**src/rtl/register_file.sv**
```systemverilog
// Architectural register file R0..R3 with pending-result tags; renames from two dispatch slots, captures from three result buses.
// Single-cycle update on rising clk; outputs are flop values only; no backpressure, buses and dispatch are accepted every cycle.
module register_file #(
    parameter int DW   = 32,
    parameter int TW   = 8,
    parameter int NREG = 4
) (
    input  logic             clk,
    input  logic             rst,
    input  logic [TW+DW-1:0] loadbus,
    input  logic [TW+DW-1:0] multbus,
    input  logic [TW+DW-1:0] addbus,
    input  logic [TW+DW-1:0] instbus1,
    input  logic [TW+DW-1:0] instbus2,
    output logic [DW-1:0]    reg0,
    output logic [DW-1:0]    reg1,
    output logic [DW-1:0]    reg2,
    output logic [DW-1:0]    reg3,
    output logic [TW-1:0]    tag0,
    output logic [TW-1:0]    tag1,
    output logic [TW-1:0]    tag2,
    output logic [TW-1:0]    tag3
);

    localparam logic [TW-1:0] OP_LOAD  = TW'(8'h01);
    localparam logic [TW-1:0] OP_ADD   = TW'(8'h03);
    localparam logic [TW-1:0] OP_MULTI = TW'(8'h04);
    localparam logic [TW-1:0] REG_BASE = TW'(8'h10);
    localparam logic [TW-1:0] NO_TAG   = '0;

    logic [DW-1:0] data_q [NREG];
    logic [DW-1:0] data_d [NREG];
    logic [TW-1:0] tag_q  [NREG];
    logic [TW-1:0] tag_d  [NREG];

    logic [TW-1:0] ld_tag, mu_tag, ad_tag;
    logic [DW-1:0] ld_dat, mu_dat, ad_dat;
    logic [TW-1:0] i1_tag, i1_op, i1_dest;
    logic [TW-1:0] i2_tag, i2_op, i2_dest;
    logic          i1_ren, i2_ren;

    assign {ld_tag, ld_dat} = loadbus;
    assign {mu_tag, mu_dat} = multbus;
    assign {ad_tag, ad_dat} = addbus;

    // Dispatch word layout: {tag, op, srcA, srcB, dest}; sources are not used here.
    assign i1_tag  = instbus1[TW+DW-1 -: TW];
    assign i1_op   = instbus1[DW-1 -: TW];
    assign i1_dest = instbus1[TW-1:0];
    assign i2_tag  = instbus2[TW+DW-1 -: TW];
    assign i2_op   = instbus2[DW-1 -: TW];
    assign i2_dest = instbus2[TW-1:0];

    assign i1_ren = (i1_op == OP_LOAD) || (i1_op == OP_ADD) || (i1_op == OP_MULTI);
    assign i2_ren = (i2_op == OP_LOAD) || (i2_op == OP_ADD) || (i2_op == OP_MULTI);

    always_comb begin
        for (int i = 0; i < NREG; i++) begin
            data_d[i] = data_q[i];
            tag_d[i]  = tag_q[i];

            // Lowest-priority bus first so that load ends up winning a shared tag.
            if (ad_tag != NO_TAG && ad_tag == tag_q[i]) begin
                data_d[i] = ad_dat;
                tag_d[i]  = NO_TAG;
            end
            if (mu_tag != NO_TAG && mu_tag == tag_q[i]) begin
                data_d[i] = mu_dat;
                tag_d[i]  = NO_TAG;
            end
            if (ld_tag != NO_TAG && ld_tag == tag_q[i]) begin
                data_d[i] = ld_dat;
                tag_d[i]  = NO_TAG;
            end

            // Renames after capture: the register keeps the fresh data but stays pending.
            if (i1_ren && i1_dest == REG_BASE + TW'(i)) begin
                tag_d[i] = i1_tag;
            end
            if (i2_ren && i2_dest == REG_BASE + TW'(i)) begin
                tag_d[i] = i2_tag;
            end
        end
    end

    always_ff @(posedge clk or posedge rst) begin
        if (rst) begin
            for (int i = 0; i < NREG; i++) begin
                data_q[i] <= '0;
                tag_q[i]  <= '0;
            end
        end else begin
            for (int i = 0; i < NREG; i++) begin
                data_q[i] <= data_d[i];
                tag_q[i]  <= tag_d[i];
            end
        end
    end

    assign reg0 = data_q[0];
    assign reg1 = data_q[1];
    assign reg2 = data_q[2];
    assign reg3 = data_q[3];
    assign tag0 = tag_q[0];
    assign tag1 = tag_q[1];
    assign tag2 = tag_q[2];
    assign tag3 = tag_q[3];

endmodule

```
**config.mk**
```make
export PLATFORM = sky130hd
export DESIGN_NAME = register_file
export DESIGN_NICKNAME = d
export VERILOG_FILES = /design/src/rtl/register_file.sv
export SDC_FILE = /design/constraint.sdc
export NUM_CORES = 1
export LEC_CHECK = 0
export CAP_MARGIN = 20
export CORE_MARGIN = 2
export CORE_UTILIZATION = 47
export CTS_CLUSTER_SIZE = 10
export DETAILED_ROUTE_END_ITERATION = 12
export GPL_ROUTABILITY_DRIVEN = 0
export HOLD_SLACK_MARGIN = 0.02
export PLACE_DENSITY = 0.82
export REMOVE_ABC_BUFFERS = 1
export SLEW_MARGIN = 20
export SYNTH_ARGS = -nofsm -noshare
export SYNTH_HDL_FRONTEND = slang
export SYNTH_SLANG_ARGS = --single-unit
```
**constraint.sdc**
```tcl
create_clock -name clk -period 7.6 [get_ports clk]
set_input_delay 2.28 -clock clk [delete_from_list [all_inputs] [get_ports clk]]
set_output_delay 2.28 -clock clk [all_outputs]
set_load 0.01 [all_outputs]
```
**Yosys cells after proc, flatten, opt, wreduce, memory -nomap -nowiden**

Index checks and enable logic that the tools add are counted.
Widths: inputs -> output; s select.

- Eq/ne operators: 26
- Multiplexer cells: 32
- Reductions and logical operators: 35

Operator list:

| cell | count |
|---|---|
| $mux 32 | 12 |
| $mux 8 | 20 |
| $eq 8x8->1 | 12 |
| $eq 8x5->1 const B | 8 |
| $reduce_bool 8->1 | 3 |
| $logic_and 1x1->1 | 20 |
| $reduce_bool 5->1 | 4 |
| $eq 8x1->1 const B | 2 |
| $eq 8x2->1 const B | 2 |
| $eq 8x3->1 const B | 2 |
| $reduce_bool 3->1 | 4 |
| $logic_or 1x1->1 | 4 |

- Flip-flop bits (word level): 160
- Input bits: 202
- Output and inout port bits: 160
- Word-level logic and storage cells: 101

**Longest topological paths before layout**

Gate-level depths: netlist of run 1.

- Depth after elaboration: 7
- Depth in mapped cells: 9
- Mapped depth without buffers: 6

**Worst setup path before layout of run 1**

Ideal clock, no wire load.

- Path type: input port to flip-flop
- Start point: in addbus[33]
- End point: reg data_q, in the netlist reg3[10]
- Setup time: 125 ps
- Arrival: 3,885 ps
- Data required time: 7,475 ps
- Slack: 3,590 ps
- Cell stages on the path: 7
- Buffers on the path: 2
- Cell sequence: buf_2 -> xor2_1 -> nor4_2 -> nand4_1 -> o311ai_4 -> buf_12 -> mux2_4

- Longest elaborated chain between the ends: 3
- Elaborated cells on any way between the ends: 4
- Those cells by class: eq/ne: 1; reduce/logical: 3

RTL lines:

| what | RTL line | source |
|---|---|---|
| start, declared | 12 | `input logic [TW+DW-1:0] addbus,` |
| $eq 8x8->1 or $reduce_bool 8->1 (tied branches) | 63 | `if (ad_tag != NO_TAG && ad_tag == tag_q[i]) begin` |
| $logic_and 1x1->1 * | 63 |  |
| $reduce_bool 3->1 (no source line) * | - |  |
| end signal, assigned by index | 94 | `data_q[i] <= data_d[i];` |
| end, declared | 31 | `logic [DW-1:0] data_q [NREG];` |

Mark *: on every way between the ends. The rest lies on a longest branch, timed or not.
A chain may end at the register's enable or synchronous reset.

**Final worst setup path of run 1**

- Start point: in addbus[37]
- End point: reg data_q, in the netlist reg3[21]

Same word-level chain as after synthesis.

==> run summary, run 1 <==
The run finished with clean final reports. The switching power total came out at 0.0008128 W. The worst path uses 67.43% of the clock period. The leakage power is 7.567 nW. In this design, the largest share of critical-path delay is due to buffers and inverters.

The portion of total power attributed to sequential cells came out at 39.0%. The area enclosed by the die boundary came out at 23840 um^2. The worst setup path is captured at a register.

The x dimension of the die is 154.4 um. The antenna diode instance count came out at 0. The wire length reported by the detailed router is 34620 um. A synthesized cell averages 10.00 um^2. Traced cell by cell, the critical path runs through clkdlybuf4s50_1, xor2_2, nor4_2, nand4_1, o311ai_4, buf_4, mux2_4. The power per standard cell area came out at 191.4 nW/um^2.

The I/O pin count is 362. The register-to-register setup slack is 4.37 ns. The cell count after synthesis came out at 1063. The proportion of power drawn by the clock network is 32.0%. The max-slew violation count came out at 0. The share of Yosys cell area claimed by the top area cell type came out at 37.66%.

The area inside the core boundary came out at 22430 um^2. Per report_power, the combinational group accounts for 29.0% of the total. The largest area contributor in the synthesized netlist is sky130_fd_sc_hd__dfrtp_1. The detail route stage leaves a number of antenna-violating nets equal to 0.

The multi-input gate area in the final layout is 6081 um^2. In this run the worst path has a maximum fanout of 31. The via count of the first global-routing pass came out at 9674.

The final instance count without filler cells is 1624. For this run, the leading register cell type out of synthesis is sky130_fd_sc_hd__dfrtp_1. The floorplan has 55 rows. Post-CTS repair changed the size of 0 cells. The TritonCTS buffer count came out at 17. The cell total after placement came out at 1592.

The buffers plus inverters on the worst setup path is 2. TritonCTS built the clock tree. For the pin with the worst max-slew slack, the measured transition is 1.076 ns.

The number of nets in the layout is 1528. The latest clock arrival within the worst-skew pair is 0.43 ns. The worst clock skew on the final layout came out at 0.01034 ns. The overall overflow remaining after global route came out at 0. The worst-case clock buffer depth came out at 2. The count of port buffers added during placement is 329. The initial antenna violation count came to 0. The sequential share of the synthesized area came out at 37.66%. The final number of hold-violating endpoints came to 0. In this run the worst hold path is classified as reg -> reg.

The proportion of layout cells with a drive suffix above 1 came out at 9.858%. The worst relative slew slack is 28.01%. The share of flip-flops with an asynchronous set or reset came out at 100.0%.

Synthesis instantiated 42 different standard cells from the library. The maximum clock rate is 195.1 MHz. The number of hold buffers added after CTS was 0.

The number of H-tree levels came out at 4. Ranked by instance count, the synthesized netlist is headed by 160 x sky130_fd_sc_hd__dfrtp_1, 136 x sky130_fd_sc_hd__mux2i_1, 131 x sky130_fd_sc_hd__nor2_1, 96 x sky130_fd_sc_hd__a21o_1, 89 x sky130_fd_sc_hd__xor2_1. The total negative slack came out at 0 ns. During synthesis, Yosys emitted a total of 0 warnings. Once the floorplan was initialized, standard cells occupied 47.39% of the core.

Detailed placement finished with a half-perimeter wire length of 23400 um. Among all cell types in the netlist, the one instantiated most often is sky130_fd_sc_hd__dfrtp_1. Counting flops and latches in the post-synthesis netlist gives 160. The switching portion of total power is 29.29%. The cell-internal power is 0.001962 W. CTS placed an instance of sky130_fd_sc_hd__clkbuf_16 at the clock tree root. After clock tree synthesis, the clock-pin slew on the worst setup and hold paths is 0.07 ns. The final setup violation count came out at 0. The largest individual stage delay along the critical path comes from the cell sky130_fd_sc_hd__o311ai_4. The post-detailed-route DRC marker count came out at 0. The critical path in this run is classified as in -> reg. After detailed routing, the average wire length per cell comes to 21.32 um. Global routing consumed, over all layers together, 28.79% of the routing resources.

Yosys mapped a number of flops with a built-in enable equal to 0. The via count came out at 9628. The worst setup path is launched from a primary input. The number of setup buffers added after CTS came out at 0. The total clock sinks is 160. The max capacitance violation total is 0. The worst endpoint data arrival time is 5.44 ns. For this block, the initial DRC count from the detailed router was 562. The time the worst path needs with I/O delays and setup came out at 5.125 ns.

Fill cells in the final layout number 1781. The pin count of the biggest net entering global routing is 101. Across the whole layout, storage elements account for 4004 um^2. Using the TritonRoute via totals, the vias-per-cell ratio works out to 5.929.

The maximum cell stage delay along the critical path is 0.81 ns. STA puts the critical path data required time at 7.92 ns. The wire length of the first global-routing pass came out at 54090 um. Ranked by total cell area, the synthesized netlist is headed by sky130_fd_sc_hd__dfrtp_1 38%, sky130_fd_sc_hd__mux2i_1 13%, sky130_fd_sc_hd__xor2_1 7.3%. The area growth from synthesis to layout came out at 36.33%.

Across the VDD grid, the largest voltage drop is 0.1384 mV. For this run, the detailed router's first-pass iteration total came to 5. Measured along the y axis, the die boundary spans 154.4 um.

Setup repair after global routing left no endpoint under its margin. In this run the cell area of the synthesized design comes to 10630 um^2.
sequential cells by signal, summed over array words and instances, names as in the netlist:
| signal | flops |
|---|---|
| reg0 | 32 |
| reg1 | 32 |
| reg2 | 32 |
| reg3 | 32 |
| tag0 | 8 |
| tag1 | 8 |
| tag2 | 8 |
| tag3 | 8 |
worst reg2reg max path: cells and delay by family, from the launching register on:
kind,cells,cell delay (ns)
flops,1,0.53
simple gates,2,0.49
compound gates,1,0.81
buf+inv,1,0.69
mux,1,0.37
xor+xnor,1,0.24
final timing paths:
check / cells past startpoint / from / to
min in group asynchronous: 2 / rst / reg2[30]
min reg2reg: 1 / reg1[24] / reg1[24]
max: 7 / addbus[37] / reg3[21]
max reg2reg: 6 / tag3[5] / reg3[21]
max in group asynchronous: 3 / rst / reg1[24]
min: 1 / reg1[24] / reg1[24]
cells in the final DEF (no fill, tap or decap), types with 9 or more instances in the layout:
cell type and n:
sky130_fd_sc_hd__and2_1 9, sky130_fd_sc_hd__buf_4 14, sky130_fd_sc_hd__a21o_1 96, sky130_fd_sc_hd__clkbuf_16 17, sky130_fd_sc_hd__a211oi_1 66, sky130_fd_sc_hd__clkdlybuf4s50_1 329, sky130_fd_sc_hd__o21a_1 9, sky130_fd_sc_hd__dfrtp_1 160
sky130_fd_sc_hd__mux2_4 32, sky130_fd_sc_hd__nor4_1 26, sky130_fd_sc_hd__xor2_1 89, sky130_fd_sc_hd__mux2i_1 136, sky130_fd_sc_hd__a211oi_2 30, sky130_fd_sc_hd__o21ai_1 10, sky130_fd_sc_hd__nand3_1 11, sky130_fd_sc_hd__nand2_1 32
sky130_fd_sc_hd__nor2_1 131, sky130_fd_sc_hd__a21oi_1 56, sky130_fd_sc_hd__inv_1 11
metrics by stage:
| step | hold WS, ns | instance area, um^2 | util (%) | setup WS (ns) | power, W |
|---|---|---|---|---|---|
| final | 0.4766 | 14490 | 64.61 | 2.475 | 0.002775 |
| after global routing | 0.4960 | 14490 | 64.61 | 2.409 | 0.002900 |
| after CTS | 0.4804 | 14470 | 64.52 | 2.521 | 0.002790 |
| after detailed placement | 0.4642 | 13870 | 61.82 | 2.041 | 0.001894 |
| after global placement | 0.4574 | 13870 | 61.82 | 2.092 | 0.001876 |
| after floorplan | 0.5182 | 10070 | - | 1.000 | 0.001403 |
routing by layer:
metal / up-vias / track usage [%] / share of wire (%)
li1: 4351 / - / -
met1: 4764 / 36.09 / 40
met3: 75 / 6.781 / 7.9
met2: 438 / 48.83 / 49
met4: 0 / 10.14 / 2.7
met5: - / 0 / 0
final cells by class:
class                      count  share of cell area, %
timing repair buffer         343                  23.45
inverter                      12                 0.3453
multi-input combinational    792                  41.95
sequential                   160                  27.62
clock buffer                  18                  3.030
clock inverter                14                  1.140
tap                          285                  2.460
power groups by stage:
| stage | clock [W] | combinational [W] | sequential, W |
|---|---|---|---|
| floorplan | 0 | 0.000249 | 0.00115 |
| global placement | 0 | 0.000785 | 0.00109 |
| detailed placement | 0 | 0.000801 | 0.00109 |
| CTS | 0.000903 | 0.000806 | 0.00108 |
| global route | 0.000944 | 0.000858 | 0.00110 |
| finish | 0.000888 | 0.000806 | 0.00108 |
kinds of logic (layout without fill, tap and decap cells):
family,count (synthesis),after routing,share of synthesized area [%]
AO/OA/AOI/OAI,287,287,20.44
XOR/XNOR,96,96,7.979
buffers and inverters,111,387,5.720
flip-flops,160,160,37.66
multiplexers,168,168,17.32
AND/OR/NAND/NOR,241,241,10.87
No activity file was read; power rests on OpenSTA's default activity.
==> run 2: changes to the inputs <==
==> constraint.sdc (replaced) <==
create_clock -name clk -period 4.95 [get_ports clk]
set_input_delay 1.485 -clock clk [delete_from_list [all_inputs] [get_ports clk]]
set_output_delay 1.485 -clock clk [all_outputs]
set_load 0.01 [all_outputs]
==> run 2 against run 1 <==
Final cell count increased by 0.12%. Critical path depth increased by 1. Clock skew increased by 0.0065 ns. Power increased by 51%. Register-to-register slack got worse by 2.2 ns. Largest cell class unchanged. Critical path type unchanged. Worst hold slack got worse by 0.00088 ns. Flip-flop and latch count unchanged. Non-clock buffer count increased by 3.
==> run summary, run 2 (synthesis gave the netlist of run 1 again) <==
The run finished with clean final reports. The via count is 9512 (-1.2%). The site row count is 55 (unchanged). The number of H-tree levels came out at 4 (unchanged). The timing startpoint of the critical path is addbus[37]. The maximum fanout encountered on the critical timing path came out at 19 (-39%).

The detailed router's first-iteration violation count is 527 (-6.2%). The register-to-register setup slack is 2.21 ns (-2.16 ns). The portion of total power attributed to sequential cells is 39.8% (+0.8 points). The max capacitance violation total is 0 (unchanged). The final HPWL from detailed placement came out at 23150 um (-1.1%). The detailed-routing iteration count for the pre-antenna-repair pass is 5 (unchanged).

The wire length reported by the detailed router is 34030 um (-1.7%). Leaving out fill and tap cells, the most frequent cells in the layout are 329 x sky130_fd_sc_hd__clkdlybuf4s50_1, 160 x sky130_fd_sc_hd__dfrtp_1, 136 x sky130_fd_sc_hd__mux2i_1. The pin count of the biggest net entering global routing came to 99 (-2.0%). The vias per cell is 5.850 (-1.3%).

The maximum cell stage delay along the critical path is 0.62 ns (-0.19 ns). The area inside the core boundary was 22430 um^2 (unchanged). The quantity of hold-fixing buffers added after cts is 0 (unchanged).

The final instance count without filler cells is 1626 (+0.12%). The number of nets in the layout came out at 1531 (+0.20%). The combinational fraction of design power came out at 29.4% (+0.4 points). The cell-internal power is 0.002979 W (+52%). The average routed wire per standard cell is 20.93 um (-1.8%). Timing would allow up to 256.2 MHz. The remaining antenna violation count is 0 (unchanged). The capture point of the critical path is reg0[31]. Setup repair after global routing left no endpoint under its margin. The leakage power came to 7.577 nW (+0.13%). The power per standard cell area was 288.1 nW/um^2 (+50%). From synthesis to final layout, the design area changed by 36.52%. The worst endpoint data arrival time came out at 4.28 ns (-1.16 ns). The worst relative slew slack is 29.77% (+1.8 points). The proportion of power drawn by the clock network is 30.8% (-1.2 points). The total clock sinks was 160 (unchanged). The highest ir drop seen on vdd came out at 0.2239 mV (+62%).

Leaving out fill and tap cells, the most frequent cell in the layout is sky130_fd_sc_hd__clkdlybuf4s50_1. STA classifies the critical path endpoint as a register. The x dimension of the die is 154.4 um (unchanged). In this run the critical register-to-register path is launched from tag0[0].

The switching power total is 0.001202 W (+48%). The cell count of the worst reg-to-reg path was 7 (+1). TritonCTS built the clock tree. The latest clock arrival within the worst-skew pair came to 0.43 ns (about the same). The signal on the critical path passes through clkdlybuf4s50_1, xor2_1, nor4_1, nand3_2, buf_12, mux2i_1, a211oi_1, a21o_1. In this run the clock root is driven by a sky130_fd_sc_hd__clkbuf_16. The switching portion of total power came out at 28.76% (-0.53 points). The initial antenna violation count is 0 (unchanged). The TritonCTS buffer count is 17 (unchanged). Dividing the final minimum period by the clock period gives 78.85%. The vertical die dimension is 154.4 um (unchanged). The overall overflow remaining after global route is 0 (unchanged).

The post-cts repair resize count is 0 (unchanged). The count of port buffers added during placement came to 329 (unchanged). The number of setup buffers added after CTS came out at 0 (unchanged). The worst register-to-register path ends at reg0[31].

The I/O pin count is 362 (unchanged). The initial core utilization is 47.39% (unchanged). The worst setup path is of the in -> reg kind. The worst setup path is launched from a primary input. The cell total after placement is 1595 (+0.19%).

The transition time of the tightest slew-check pin came out at 1.054 ns (-0.02244 ns). The worst hold path belongs to the class reg -> reg. The post-detailed-route DRC marker count came out at 0 (unchanged). The worst clock skew on the final layout is 0.01687 ns (+0.006536 ns). The worst-case clock buffer depth came out at 2 (unchanged). The wire length of the first global-routing pass came out at 53270 um (-1.5%). The final setup violation count came out at 0 (unchanged). The overall global routing resource usage is 28.37% (-0.42 points). The time the worst path needs with I/O delays and setup came out at 3.903 ns. The final number of hold-violating endpoints is 0 (unchanged). The critical path's slowest cell is sky130_fd_sc_hd__nand3_2. The area enclosed by the die boundary is 23840 um^2 (unchanged).

The via count of the first global-routing pass is 9560 (-1.2%). The clock-pin slew reported for the worst setup and hold paths after clock tree synthesis came out at 0.07 ns (about the same). The overall power came out at 0.004181 W (+51%). The proportion of layout cells with a drive suffix above 1 was 9.694% (-0.16 points).

The antenna diode instance count came to 0 (unchanged). The minimum hold slack came out at 0.4757 ns (-0.0008750 ns). The required time at the worst-slack endpoint came out at 5.32 ns (-2.60 ns). The max-slew violation count came to 0 (unchanged).
-- run 2: cell types whose count changed in the layout (fill, tap and decap cells not counted), sizes merged --
| cell | previous run | this run |
|---|---|---|
| buf | 14 | 17 |
| inv | 21 | 18 |
| clkinvlp | 1 | 3 |
-- run 2: worst max-delay path: cells and delay by family --
family / cells / cell delay (ns)
AND/OR/NAND/NOR: 2 / 0.99
buffers and inverters: 2 / 1.02
multiplexers: 1 / 0.14
XOR/XNOR: 1 / 0.22
AO/OA/AOI/OAI: 2 / 0.39
-- run 2: final cells by class --
cell class | count | area (um^2)
clock buffers | 18 | 429.2
clock inverters | 13 | 130.1
fillers | 1794 | 7920
inverters | 12 | 50.05
multi-input cells | 792 | 6061
flip-flops and latches | 160 | 4004
well taps | 285 | 356.6
repair buffers | 346 | 3483
-- run 2: layer usage --
metal / global-route usage [%] / vias up / share of wire (%)
li1: - / 4360 / -
met1: 36.13 / 4681 / 40
met2: 48.34 / 419 / 50
met3: 6.753 / 52 / 8.1
met4: 8.025 / 0 / 2.1
met5: 0 / - / 0
-- run 2: how the worst min path moves through the flow --
stage | end | slack, ns | startpoint | depth (start not counted)
after floorplan | reg2[0] | 0.52 | reg2[0] | 1
after detailed placement | reg1[16] | 0.46 | reg1[16] | 1
after global placement | reg1[11] | 0.46 | reg1[11] | 1
after global routing | reg1[6] | 0.49 | reg1[6] | 1
after CTS | reg1[16] | 0.48 | reg1[16] | 1
final | reg1[16] | 0.48 | reg1[16] | 1
-- run 2: power groups by stage --
stage / logic [W] / clock network (W) / registers [W]
floorplan: 0.000383 / 0 / 0.00177
global placement: 0.00121 / 0 / 0.00167
detailed placement: 0.00123 / 0 / 0.00168
CTS: 0.00124 / 0.00130 / 0.00166
global route: 0.00131 / 0.00137 / 0.00169
finish: 0.00123 / 0.00129 / 0.00166
-- run 2: stage by stage --
stage               TNS (ns)  util [%]  instance area, um^2  setup slack [ns]
CTS                        0     64.70                14510             1.077
global placement           0     62.20                13950            0.6928
detailed placement         0     62.20                13950            0.6212
floorplan            -167.74         -                10070           -0.8549
global route               0     64.70                14510            0.9332
finish                     0     64.70                14510             1.047
